===== config.mk =====
export PLATFORM = sky130hd
export DESIGN_NAME = modulo_mef_controle_registrador
export DESIGN_NICKNAME = d
export VERILOG_FILES = /design/src/rtl/modulo_mef_controle_registrador_pkg.sv /design/src/rtl/modulo_mef_controle_registrador_fifo.sv /design/src/rtl/modulo_mef_controle_registrador.sv
export SDC_FILE = /design/constraint.sdc
export NUM_CORES = 1
export LEC_CHECK = 0
export ABC_AREA = 1
export CORE_MARGIN = 1.5
export CORE_UTILIZATION = 30
export CTS_CLUSTER_SIZE = 40
export DETAILED_ROUTE_END_ITERATION = 6
export PLACE_DENSITY = 0.45
export SKIP_CTS_REPAIR_TIMING = 1
export SYNTH_ARGS = -nofsm -noshare
export SYNTH_HDL_FRONTEND = slang
export SYNTH_HIERARCHICAL = 1
export SYNTH_SLANG_ARGS = --single-unit
export TNS_END_PERCENT = 1

===== constraint.sdc =====
create_clock -name clk -period 2.8 [get_ports clk]
set_input_delay 0.56 -clock clk [delete_from_list [all_inputs] [get_ports clk]]
set_output_delay 0.56 -clock clk [all_outputs]
set_load 0.03 [all_outputs]

===== src/rtl/modulo_mef_controle_registrador_pkg.sv =====
// -----------------------------------------------------------------------------
// modulo_mef_controle_registrador_pkg
// Shared definitions for the producer-side register control FSM:
//   - state_t : 2-bit FSM encoding (IDLE/PRESENT/POP; 2'b11 is illegal)
//   - DATA_W_DEF / DEPTH_DEF : default word width and FIFO depth
// -----------------------------------------------------------------------------
package modulo_mef_controle_registrador_pkg;

    localparam int DATA_W_DEF = 8;
    localparam int DEPTH_DEF  = 4;

    typedef enum logic [1:0] {
        ST_IDLE    = 2'b00,
        ST_PRESENT = 2'b01,
        ST_POP     = 2'b10
    } state_t;

endpackage : modulo_mef_controle_registrador_pkg


===== src/rtl/modulo_mef_controle_registrador_fifo.sv =====
// -----------------------------------------------------------------------------
// modulo_buffer_fifo
// Small circular FIFO buffering data words for the register control FSM.
// Ports:
//   clk, rst      : clock, synchronous active-high reset (pointers/count only)
//   push_i        : push request (ignored while full)
//   pop_i         : pop request (ignored while empty)
//   wdata_i       : word to enqueue
//   head_o        : word at the read pointer
//   count_o       : number of stored words (0..DEPTH)
//   ready_o       : FIFO not full
// -----------------------------------------------------------------------------
module modulo_buffer_fifo
    import modulo_mef_controle_registrador_pkg::*;
#(
    parameter int DATA_W = DATA_W_DEF,
    parameter int DEPTH  = DEPTH_DEF
) (
    input  logic                     clk,
    input  logic                     rst,
    input  logic                     push_i,
    input  logic                     pop_i,
    input  logic [DATA_W-1:0]        wdata_i,
    output logic [DATA_W-1:0]        head_o,
    output logic [$clog2(DEPTH):0]   count_o,
    output logic                     ready_o
);

    localparam int PTR_W = $clog2(DEPTH);
    localparam int CNT_W = PTR_W + 1;
    localparam logic [CNT_W-1:0] FULL_CNT = CNT_W'(DEPTH);

    logic [DATA_W-1:0] mem_q [DEPTH];
    logic [PTR_W-1:0]  wr_ptr_q, wr_ptr_d;
    logic [PTR_W-1:0]  rd_ptr_q, rd_ptr_d;
    logic [CNT_W-1:0]  count_q, count_d;
    logic              push_s;
    logic              pop_s;

    assign ready_o = (count_q != FULL_CNT);
    // A push while full is dropped so the stored words are never overwritten.
    assign push_s  = push_i & ready_o;
    assign pop_s   = pop_i & (count_q != CNT_W'(0));
    assign head_o  = mem_q[rd_ptr_q];
    assign count_o = count_q;

    // Next-state for pointers and occupancy; pointers wrap naturally (DEPTH is a power of two).
    always_comb begin
        wr_ptr_d = wr_ptr_q;
        rd_ptr_d = rd_ptr_q;
        count_d  = count_q;
        if (push_s) begin
            wr_ptr_d = wr_ptr_q + PTR_W'(1);
        end else begin
            wr_ptr_d = wr_ptr_q;
        end
        if (pop_s) begin
            rd_ptr_d = rd_ptr_q + PTR_W'(1);
        end else begin
            rd_ptr_d = rd_ptr_q;
        end
        case ({push_s, pop_s})
            2'b10:   count_d = count_q + CNT_W'(1);
            2'b01:   count_d = count_q - CNT_W'(1);
            default: count_d = count_q;
        endcase
    end

    // Pointer and count registers with synchronous reset.
    always_ff @(posedge clk) begin
        if (rst) begin
            wr_ptr_q <= PTR_W'(0);
            rd_ptr_q <= PTR_W'(0);
            count_q  <= CNT_W'(0);
        end else begin
            wr_ptr_q <= wr_ptr_d;
            rd_ptr_q <= rd_ptr_d;
            count_q  <= count_d;
        end
    end

    // Word storage; contents need no reset because count gates every read.
    always_ff @(posedge clk) begin
        if (push_s) begin
            mem_q[wr_ptr_q] <= wdata_i;
        end
    end

endmodule : modulo_buffer_fifo


===== src/rtl/modulo_mef_controle_registrador.sv =====
// -----------------------------------------------------------------------------
// modulo_mef_controle_registrador
// Writer end of the Load_Reg / EmptyBuffer / Clear_Reg handshake. Queues
// incoming words and presents the head word on reg_out until the counter side
// acknowledges with Clear_Reg, then retires it and presents the next one.
// Ports:
//   clk, rst     : clock, synchronous active-high reset
//   enable       : FSM advance enable (pushes are accepted regardless)
//   data_in      : word to enqueue, pushed when data_valid & data_ready
//   data_valid   : push request
//   data_ready   : FIFO not full
//   Clear_Reg    : consumer acknowledge of the presented word
//   Load_Reg     : a word is being presented on reg_out
//   EmptyBuffer  : FIFO holds no words
//   reg_out      : registered copy of the presented word
//   count        : words stored
//   overflow     : sticky push-while-full flag
// Build option: define OVERFLOW_FLAG_EN to build the sticky overflow flag;
// otherwise overflow is constant 0.
// -----------------------------------------------------------------------------
module modulo_mef_controle_registrador
    import modulo_mef_controle_registrador_pkg::*;
#(
    parameter int DATA_W = DATA_W_DEF,
    parameter int DEPTH  = DEPTH_DEF
) (
    input  logic                     clk,
    input  logic                     rst,
    input  logic                     enable,
    input  logic [DATA_W-1:0]        data_in,
    input  logic                     data_valid,
    output logic                     data_ready,
    input  logic                     Clear_Reg,
    output logic                     Load_Reg,
    output logic                     EmptyBuffer,
    output logic [DATA_W-1:0]        reg_out,
    output logic [$clog2(DEPTH):0]   count,
    output logic                     overflow
);

    localparam int CNT_W = $clog2(DEPTH) + 1;

    state_t            state_q, state_d;
    logic [DATA_W-1:0] reg_out_q, reg_out_d;
    logic [DATA_W-1:0] head_s;
    logic [CNT_W-1:0]  count_s;
    logic              ready_s;
    logic              pop_s;
    logic              capture_s;

    modulo_buffer_fifo #(
        .DATA_W (DATA_W),
        .DEPTH  (DEPTH)
    ) u_fifo (
        .clk     (clk),
        .rst     (rst),
        .push_i  (data_valid),
        .pop_i   (pop_s),
        .wdata_i (data_in),
        .head_o  (head_s),
        .count_o (count_s),
        .ready_o (ready_s)
    );

    // FSM next-state: one pop per PRESENT visit, with POP forcing a Load_Reg-low gap.
    always_comb begin
        state_d   = state_q;
        pop_s     = 1'b0;
        capture_s = 1'b0;
        case (state_q)
            ST_IDLE: begin
                if (enable && (count_s != CNT_W'(0))) begin
                    state_d   = ST_PRESENT;
                    capture_s = 1'b1;
                end else begin
                    state_d = ST_IDLE;
                end
            end
            ST_PRESENT: begin
                if (enable && Clear_Reg) begin
                    state_d = ST_POP;
                end else begin
                    state_d = ST_PRESENT;
                end
            end
            ST_POP: begin
                if (enable) begin
                    state_d = ST_IDLE;
                    pop_s   = 1'b1;
                end else begin
                    state_d = ST_POP;
                end
            end
            // The unused encoding recovers regardless of enable.
            default: state_d = ST_IDLE;
        endcase
    end

    // reg_out only changes when the head word is captured on entry to PRESENT.
    always_comb begin
        if (capture_s) begin
            reg_out_d = head_s;
        end else begin
            reg_out_d = reg_out_q;
        end
    end

    // State and presented-word registers.
    always_ff @(posedge clk) begin
        if (rst) begin
            state_q   <= ST_IDLE;
            reg_out_q <= DATA_W'(0);
        end else begin
            state_q   <= state_d;
            reg_out_q <= reg_out_d;
        end
    end

    assign Load_Reg    = (state_q == ST_PRESENT);
    assign EmptyBuffer = (count_s == CNT_W'(0));
    assign data_ready  = ready_s;
    assign count       = count_s;
    assign reg_out     = reg_out_q;

`ifdef OVERFLOW_FLAG_EN
    localparam logic [CNT_W-1:0] FULL_CNT = CNT_W'(DEPTH);

    logic overflow_q, overflow_d;

    // Sticky: any push attempt while full sets the flag until reset.
    always_comb begin
        overflow_d = overflow_q | (data_valid & (count_s == FULL_CNT));
    end

    // Overflow flag register.
    always_ff @(posedge clk) begin
        if (rst) begin
            overflow_q <= 1'b0;
        end else begin
            overflow_q <= overflow_d;
        end
    end

    assign overflow = overflow_q;
`else
    assign overflow = 1'b0;
`endif

endmodule : modulo_mef_controle_registrador


# Yosys cells after proc, flatten, opt, wreduce, memory -nomap -nowiden
# Memory sizes are Yosys's and may differ from the RTL's. A register that Yosys moved wholly into a read port is not among the register bits.
# Cells that the tools add are included.
dict set report totals {
  ram_bits 32
  mem_count 1
  latch_bits 0
  output_inout_bits 15
  rom_bits 0
  in_bits 13
  register_bits 9
}
dict set report op_classes {
  div_mod_pow 0
  n_reduce_logical 6
  bitwise 2
  mux 11
  multipliers 0
  shift 0
  addsub 4
  n_eq_ne 5
  order_cmp 0
}
# memory words width rd rd_clocked_by_memory_dff wr line_no
set mem_list {}
lappend mem_list {u_fifo.mem_q 4 8 1 1 1 modulo_mef_controle_registrador_fifo.sv:33} ;# logic [DATA_W-1:0] mem_q [DEPTH];
# op count
set op_table {}
lappend op_table {{$mux 1} 7}
lappend op_table {{$pmux 2 s3} 1}
lappend op_table {{$pmux 3 s2} 1}
lappend op_table {{$add 2x1->2 const B} 2}
lappend op_table {{$eq 2x1->1 const B} 2}
lappend op_table {{$eq 2x2->1 const B} 2}
lappend op_table {{$mux 2} 2}
lappend op_table {{$add 3x1->3 const B} 1}
lappend op_table {{$logic_not 3->1} 1}
lappend op_table {{$ne 3x3->1 const B} 1}
lappend op_table {{$reduce_bool 3->1} 1}
lappend op_table {{$sub 3x1->3 const B} 1}
lappend op_table {{$and 1x1->1} 2}
lappend op_table {{$logic_and 1x1->1} 2}
lappend op_table {{$logic_not 2->1} 1}
lappend op_table {{$reduce_bool 2->1} 1}

# Logic depth before layout (Yosys ltp)
# Gate-level depths: netlist of the first run.
dict set report logic_depth {
  word_depth 5
  ltp_mapped 14
}

# Modules after synthesis
# The synthesis of the first run kept the hierarchy.
# mod area_per_inst_um2 instances cells_each seq_area_each_um2
set by_module_without_submodules {}
lappend by_module_without_submodules {modulo_buffer_fifo 1684.1 1 144 1141.1}
lappend by_module_without_submodules {modulo_mef_controle_registrador 525.5 1 73 200.2}

# Worst setup path before layout of the first run
# Ideal clock, no wire load.
dict set report synth_path {
  kind {input to register}
  startpoint {in enable}
  endpoint {reg u_fifo.count_q[2], in the netlist u_fifo/count_o[2]}
  t_arrival_ns 1.823
  cell_stages 13
  path_slack_ns 0.864
  n_path_buf 0
  path_cell_list {nand2_2 nor2_1 nand2_1 inv_1 ha_1 inv_1 fa_1 inv_1 nand2_1 nand3_1 nand2_1 nand2_1 nor2_1}
}
dict set report synth_via {
  elab_chain_len 5
  elab_cells_between_ends 7
  cone_classes {eq/ne: 2; mux: 3; bitwise: 1; reduce/logical: 1}
}
# item line_no
set synth_lines {}
lappend synth_lines {{start, declared} modulo_mef_controle_registrador.sv:29} ;# input logic enable,
lappend synth_lines {{$mux 1 *} modulo_mef_controle_registrador.sv:87} ;# if (enable) begin
lappend synth_lines {{$mux 1 *} modulo_mef_controle_registrador.sv:70} ;# case (state_q)
lappend synth_lines {{named net pop_s} modulo_mef_controle_registrador.sv:48} ;# logic pop_s;
lappend synth_lines {{$and 1x1->1 *} modulo_mef_controle_registrador_fifo.sv:43} ;# assign pop_s = pop_i & (count_q != CNT_W'(0));
lappend synth_lines {{named net u_fifo.pop_s} modulo_mef_controle_registrador_fifo.sv:38} ;# logic pop_s;
lappend synth_lines {{$eq 2x1->1 or $eq 2x2->1 (tied branches)} modulo_mef_controle_registrador_fifo.sv:62} ;# case ({push_s, pop_s})
lappend synth_lines {{$pmux 3 s2 or $reduce_bool 2->1 (tied branches)} -}
lappend synth_lines {{end signal, assigned} modulo_mef_controle_registrador_fifo.sv:78} ;# count_q <= count_d;
lappend synth_lines {{end, declared} modulo_mef_controle_registrador_fifo.sv:36} ;# logic [CNT_W-1:0] count_q, count_d;
# The timed path passes the listed nets; every way through them passes the cells marked *.
# A chain may end at the register's enable or synchronous reset.

# Worst setup path in the final report of the first run
dict set report layout_path {
  startpoint {reg u_fifo.count_q[1], in the netlist u_fifo/count_o[1]}
  endpoint {out EmptyBuffer}
}
dict set report layout_via {
  elab_chain_len 1
}
# item line_no
set layout_lines {}
lappend layout_lines {{$logic_not 3->1} modulo_mef_controle_registrador.sv:120} ;# assign EmptyBuffer = (count_s == CNT_W'(0));
lappend layout_lines {{end, declared} modulo_mef_controle_registrador.sv:35} ;# output logic EmptyBuffer,
# No other way between the ends.

==> results of run 1 <==
[report_power, final]
part	total [mW]	internal (mW)	switching [mW]
Combinational	0.230	0.0895	0.141
Sequential	0.855	0.837	0.0182
Clock	0.502	0.262	0.240
Total	1.59	1.19	0.399
[worst max-delay path: cells and delay by family (launching register included)]
kind          cells  cell delay, ns
buf+inv           2            0.79
flops             1            0.36
simple gates      2            0.39
[synth_stat cells (all sizes together)]
| master | number |
|---|---|
| nor2 | 39 |
| edfxtp | 32 |
| inv | 31 |
| nand2 | 29 |
| dfxtp | 19 |
| o21ai | 18 |
| a21oi | 15 |
| nand3 | 14 |
| o22ai | 8 |
| ha | 5 |
| buf | 4 |
| clkbuf | 1 |
| conb | 1 |
| fa | 1 |
[flip-flops by register name (all words and copies together), names as in the netlist, named ones only]
register         count
u_fifo/mem_q        32
u_fifo/rd_ptr_q      2
u_fifo/count_o       3
reg_out              8
u_fifo/wr_ptr_q      2
state_q              2
[per-layer routing]
layer | GRT usage, % | wire length (µm) | vias up
li1 | - | - | 779
met1 | 15.5 | 2000 | 717
met2 | 20.3 | 2110 | 20
met3 | 3.36 | 111 | 6
met4 | 4.69 | 68 | 0
met5 | 0 | 0 | -
[cells by family (layout without fill, tap and decap cells)]
group	after synthesis	after routing	synth area share (%)
AND/OR/NAND/NOR	82	82	16.5
AO/OA/AOI/OAI	41	41	10.8
other	1	1	0.170
adder cells (fa/ha/maj)	6	6	3.74
buffers and inverters	36	70	8.15
flip-flops	51	51	60.7
[metrics by stage]
step	std cells	total power, mW
4_1_cts	350	1.61
3_3_place_gp	342	1.11
2_1_floorplan	217	1.02
5_1_grt	350	1.67
3_5_place_dp	342	1.11
6_report	350	1.59
[how the worst max path moves through the flow]
| stage | startpoint | to | slack [ns] | cells after the start |
|---|---|---|---|---|
| after floorplan | enable | u_fifo/count_o[2] | 0.86 | 13 |
| after global placement | enable | u_fifo/count_o[2] | 0.19 | 14 |
| after detailed placement | enable | u_fifo/count_o[2] | 0.17 | 14 |
| after CTS | u_fifo/count_o[1] | EmptyBuffer | 0.37 | 4 |
| after global routing | u_fifo/count_o[1] | EmptyBuffer | 0.28 | 4 |
| final | u_fifo/count_o[1] | EmptyBuffer | 0.40 | 4 |
[area by class of cell]
cell class                      count  area share, %
Tap cell                           99           4.63
Clock inverter                      3           1.45
Sequential cell                    51           50.1
Inverter                           31           4.35
Multi-Input combinational cell    130           25.7
Clock buffer                        5           2.57
Timing Repair Buffer               31           11.1
==> qor.yml, run 1 <==
die_w_um: 88.8
num_vias: 1522
post_route_cells_drive_above_1_share_pct: 10.8
ys_ff_latch: 51
drtIter0Drc: 35
dr.pass1.iters: 4
avgSynthCellArea_um2: 10.2
worstSetupPathType: "reg -> out"
yosysTopAreaCellShare_pct: 43.5
grt_pass1_vias: 1482
layout_common_cells: "36 x nor2_1, 32 x edfxtp_1, 30 x inv_1"
worstHoldStart: "reg_out[4]"
syn_nets: 236
whs_ns: 0.495
fin_util_pct: 37.3
dp_slack_ns: 0.166
postRouteAntennaNets: 0
cp-start-kind: "flop"
htree_levels: 2
min_to: "reg_out[4]"
wl_mm: 4.29
ff_latch_area_mm2: 0.00134
setup_violations: 0
worstReg2RegEnd: "u_fifo/count_o[2]"
vdd_drop_max_v: 0.000178
status: "finished clean"
dieHeight_um: 88.8
multi_input_area_um2: 688
synth_area_leaders: "edfxtp_1 43%, dfxtp_1 17%, nor2_1 6.1%"
rsz0062_at_grt: "false"
crit_fanout: 18
final_area_mm2: 0.00268
grt_pass1_wl_mm: 7.13
gp_congestion: 0.736
crit_path_max_incr_delay_ns: 0.67
clock_latency_ns: 0.30
max_cap_violations: 0
antenna_found_initial: 0
fin_skew_ns: 0.00539
arrival_ns: 1.84
r2r_slack_ns: 0.84
overflow: 0
setup_slack_ns: 0.401
wl_per_cell_um: 12.3
crit_path_cell_trace: "nor2_1 -> nand2_2 -> inv_1 -> clkdlybuf4s50_1"
hpwl_mm: 2.88
power_density_mw_per_mm2: 593
dieArea_mm2: 0.00789
slowest_stage: "clkdlybuf4s50_1"
yosys.area.top_type: "edfxtp_1"
fin_nets: 269
viasPerCell: 4.35
clockBufferDepth: 2
drc_errors: 0
globalRouteTotalUtil_pct: 12.4
worstHoldPathType: "reg -> reg"
finalCritPeriodShare_pct: 85.7
tritoncts: "built"
cp-end-kind: "output port"
final_max_slew_viol_count: 0
finalSetupTns_ns: 0
cts.sinks: 51
fillers: 732
start_util_pct: 30.8
clk_pin_slew_ns: 0.09
synth_cell_types: 24
synth_cells: 217
grt_max_degree: 19
io_buffers: 26
yosys_warnings: 6
cts-root-buf: "clkbuf_8"
area_delta_synth_final_pct: 21.1
rows: 31
synth_area_mm2: 0.00221
finalHoldViolCount: 0
io_pins: 28
reg2regPathDepth: 13
r2r_start: "state_q[1]"
p_leak_nw: 1.02
tritoncts.num_buffers: 5
fin_crit_ns: 2.40
final_common_cell: "nor2_1"
placed_area_mm2: 0.00257
yosysSeqAreaShare_pct: 60.7
cp.required_ns: 2.24
antenna_cells: 0
core_region_area_mm2: 0.00718
min_path_cells: 2
max_freq_mhz: 417
(Power assumes the default switching activity.)
==> run 2: changes to the inputs <==
--- a/config.mk
+++ b/config.mk
@@ -7,10 +7,11 @@
 export LEC_CHECK = 0
 export ABC_AREA = 1
 export CORE_MARGIN = 1.5
-export CORE_UTILIZATION = 30
+export CORE_UTILIZATION = 40
+export CTS_CLUSTER_DIAMETER = 200
 export CTS_CLUSTER_SIZE = 40
 export DETAILED_ROUTE_END_ITERATION = 6
-export PLACE_DENSITY = 0.45
+export PLACE_DENSITY = 0.58
 export SKIP_CTS_REPAIR_TIMING = 1
 export SYNTH_ARGS = -nofsm -noshare
 export SYNTH_HDL_FRONTEND = slang
==> run 2 against run 1 <==
Via count decreased by 3.7%. Power fell by 6.1%. Design area down 2.4%. Utilization increased by 13 points. Critical endpoint unchanged. Largest power group unchanged.
==> qor.yml, run 2 (synthesized netlist as in run 1, its figures left out) <==
overflow: 0  # unchanged
status: "finished clean"
cts-root-buf: "clkbuf_8"
relSlewSlack_pct: 59.3
io_buffers: 26  # unchanged
clk_pin_slew_ns: 0.09  # about the same
power_density_mw_per_mm2: 571  # -3.8%
worstReg2RegEnd: "u_fifo/count_o[2]"
fin_util_pct: 50.2  # +13 points
die_w_um: 77.3  # -13%
drtIter0Drc: 65  # +86%
start_util_pct: 42.5  # +12 points
grt-busiest-layer: "met2"
top_register: "u_fifo/mem_q"
max_freq_mhz: 420  # +0.76%
max_cap_violations: 0  # unchanged
cp-start-kind: "flop"
io_pins: 28  # unchanged
clockBufferDepth: 2  # unchanged
num_vias: 1466  # -3.7%
dieArea_mm2: 0.00598  # -24%
grt_pass1_wl_mm: 6.44  # -9.8%
arrival_ns: 1.82  # -0.02 ns
setup_slack_ns: 0.420  # +0.0181 ns
reg2regPathDepth: 13  # unchanged
clock_latency_ns: 0.29  # about the same
dp_slack_ns: 0.148  # -0.0182 ns
layout_common_cells: "36 x nor2_1, 32 x edfxtp_1, 30 x inv_1"
p_leak_nw: 1.01  # -1.6%
post_route_cells_drive_above_1_share_pct: 10.8  # +0.043 points
grt_max_degree: 19  # unchanged
use_met1_pct: 18.8  # +3.3 points
gp_congestion: 0.724  # -1.7%
fin_crit_ns: 2.38  # -0.0181 ns
final_max_slew_viol_count: 0  # unchanged
area_delta_synth_final_pct: 18.2
wl_mm: 3.77  # -12%
grt_use_met3_pct: 3.93  # +0.57 points
vdd_drop_max_v: 0.000306  # +72%
crit_path_end: "EmptyBuffer"
cp-end-kind: "output port"
dieHeight_um: 77.3  # -13%
r2r_start: "state_q[1]"
setup_violations: 0  # unchanged
cp.required_ns: 2.24  # about the same
slowest_stage: "clkdlybuf4s50_1"
cts.sinks: 51  # unchanged
htree_levels: 2  # unchanged
multi_input_area_um2: 688  # unchanged
fillers: 490  # -33%
worstSetupStartpoint: "u_fifo/count_o[1]"
hpwl_mm: 2.55  # -12%
final_cell_count_no_fill: 320  # -8.6%
finalCritPeriodShare_pct: 85.0  # -0.65 points
finalSetupTns_ns: 0  # unchanged
grtUsageMet2_pct: 21.8  # +1.4 points
viasPerCell: 4.58  # +5.4%
antenna_cells: 0  # unchanged
r2r_slack_ns: 0.81  # -0.03 ns
tritoncts: "built"
rsz0062_at_grt: "false"
dp.cells: 312  # -8.8%
worstHoldPathType: "reg -> reg"
ff_latch_area_mm2: 0.00134  # unchanged
fin_skew_ns: 0.00597  # +0.000585 ns
dr.pass1.iters: 5  # +1
grt_pass1_vias: 1321  # -11%
final_common_cell: "nor2_1"
postRouteAntennaNets: 0  # unchanged
antenna_found_initial: 0  # unchanged
rows: 26  # -16%
crit_fanout: 18  # unchanged
core_region_area_mm2: 0.00520  # -27%
drc_errors: 0  # unchanged
worstSetupPathType: "reg -> out"
tightest_slew_ns: 0.610
wl_per_cell_um: 11.8  # -3.9%
crit_path_cell_trace: "nor2_1 -> nand2_2 -> inv_1 -> clkdlybuf4s50_1"
tritoncts.num_buffers: 5  # unchanged
fin_nets: 268  # -0.37%
largest_reg_flops: 32  # unchanged
finalHoldViolCount: 0  # unchanged
globalRouteTotalUtil_pct: 13.9  # +1.5 points
crit_path_max_incr_delay_ns: 0.67  # about the same
==> run 2: changes by cell type in the layout (fill, tap and decap cells not counted), sizes merged <==
cell,before,now
clkinv,2,1
bufinv,1,0
clkinvlp,0,1
buf,5,4
inv,31,32
==> run 2: worst min path at each step <==
| stage | end | slack [ns] | cells after the start | from |
|---|---|---|---|---|
| 5_1_grt | reg_out[4] | 0.51 | 2 | reg_out[4] |
| 2_1_floorplan | flop | 0.46 | 2 | u_fifo/rd_ptr_q[1] |
| 6_report | reg_out[6] | 0.49 | 2 | reg_out[6] |
| 4_1_cts | reg_out[4] | 0.50 | 2 | reg_out[4] |
| 3_3_place_gp | reg_out[3] | 0.46 | 2 | reg_out[3] |
| 3_5_place_dp | reg_out[6] | 0.47 | 2 | reg_out[6] |
==> run 2: report_power, final <==
part / switching (mW) / leakage [nW] / internal [mW]
sequential: 0.0183 / 0.449 / 0.837
clock: 0.234 / 0.0445 / 0.175
combinational: 0.136 / 0.515 / 0.0892
==> run 2: stage by stage <==
| stage | instance area (µm²) | total power [mW] | hold WS (ns) |
|---|---|---|---|
| after CTS | 2610 | 1.52 | 0.497 |
| after detailed placement | 2520 | 1.10 | 0.473 |
| after floorplan | 2210 | 1.02 | 0.459 |
| after global routing | 2610 | 1.58 | 0.510 |
| final | 2610 | 1.49 | 0.489 |
| after global placement | 2520 | 1.10 | 0.462 |
==> run 2: cell type report <==
type                       count  area share, %
inverter                      31           4.46
tap                           70           3.35
clock inverter                 3          0.719
timing repair buffer          30           11.1
sequential                    51           51.4
clock buffer                   5           2.64
multi-input combinational    130           26.4
==> run 2: worst max-delay path: cells and delay by family (launching register included) <==
family | cells | cell delay, ns
DFF | 1 | 0.36
buffers and inverters | 2 | 0.78
and+or+nand+nor | 2 | 0.38
==> run 2: metal layers <==
metal | vias to the layer above | share of wire (%)
met2 | 27 | 46
met3 | 2 | 3.6
met5 | - | 0
li1 | 778 | -
met4 | 0 | 0.50
met1 | 659 | 50
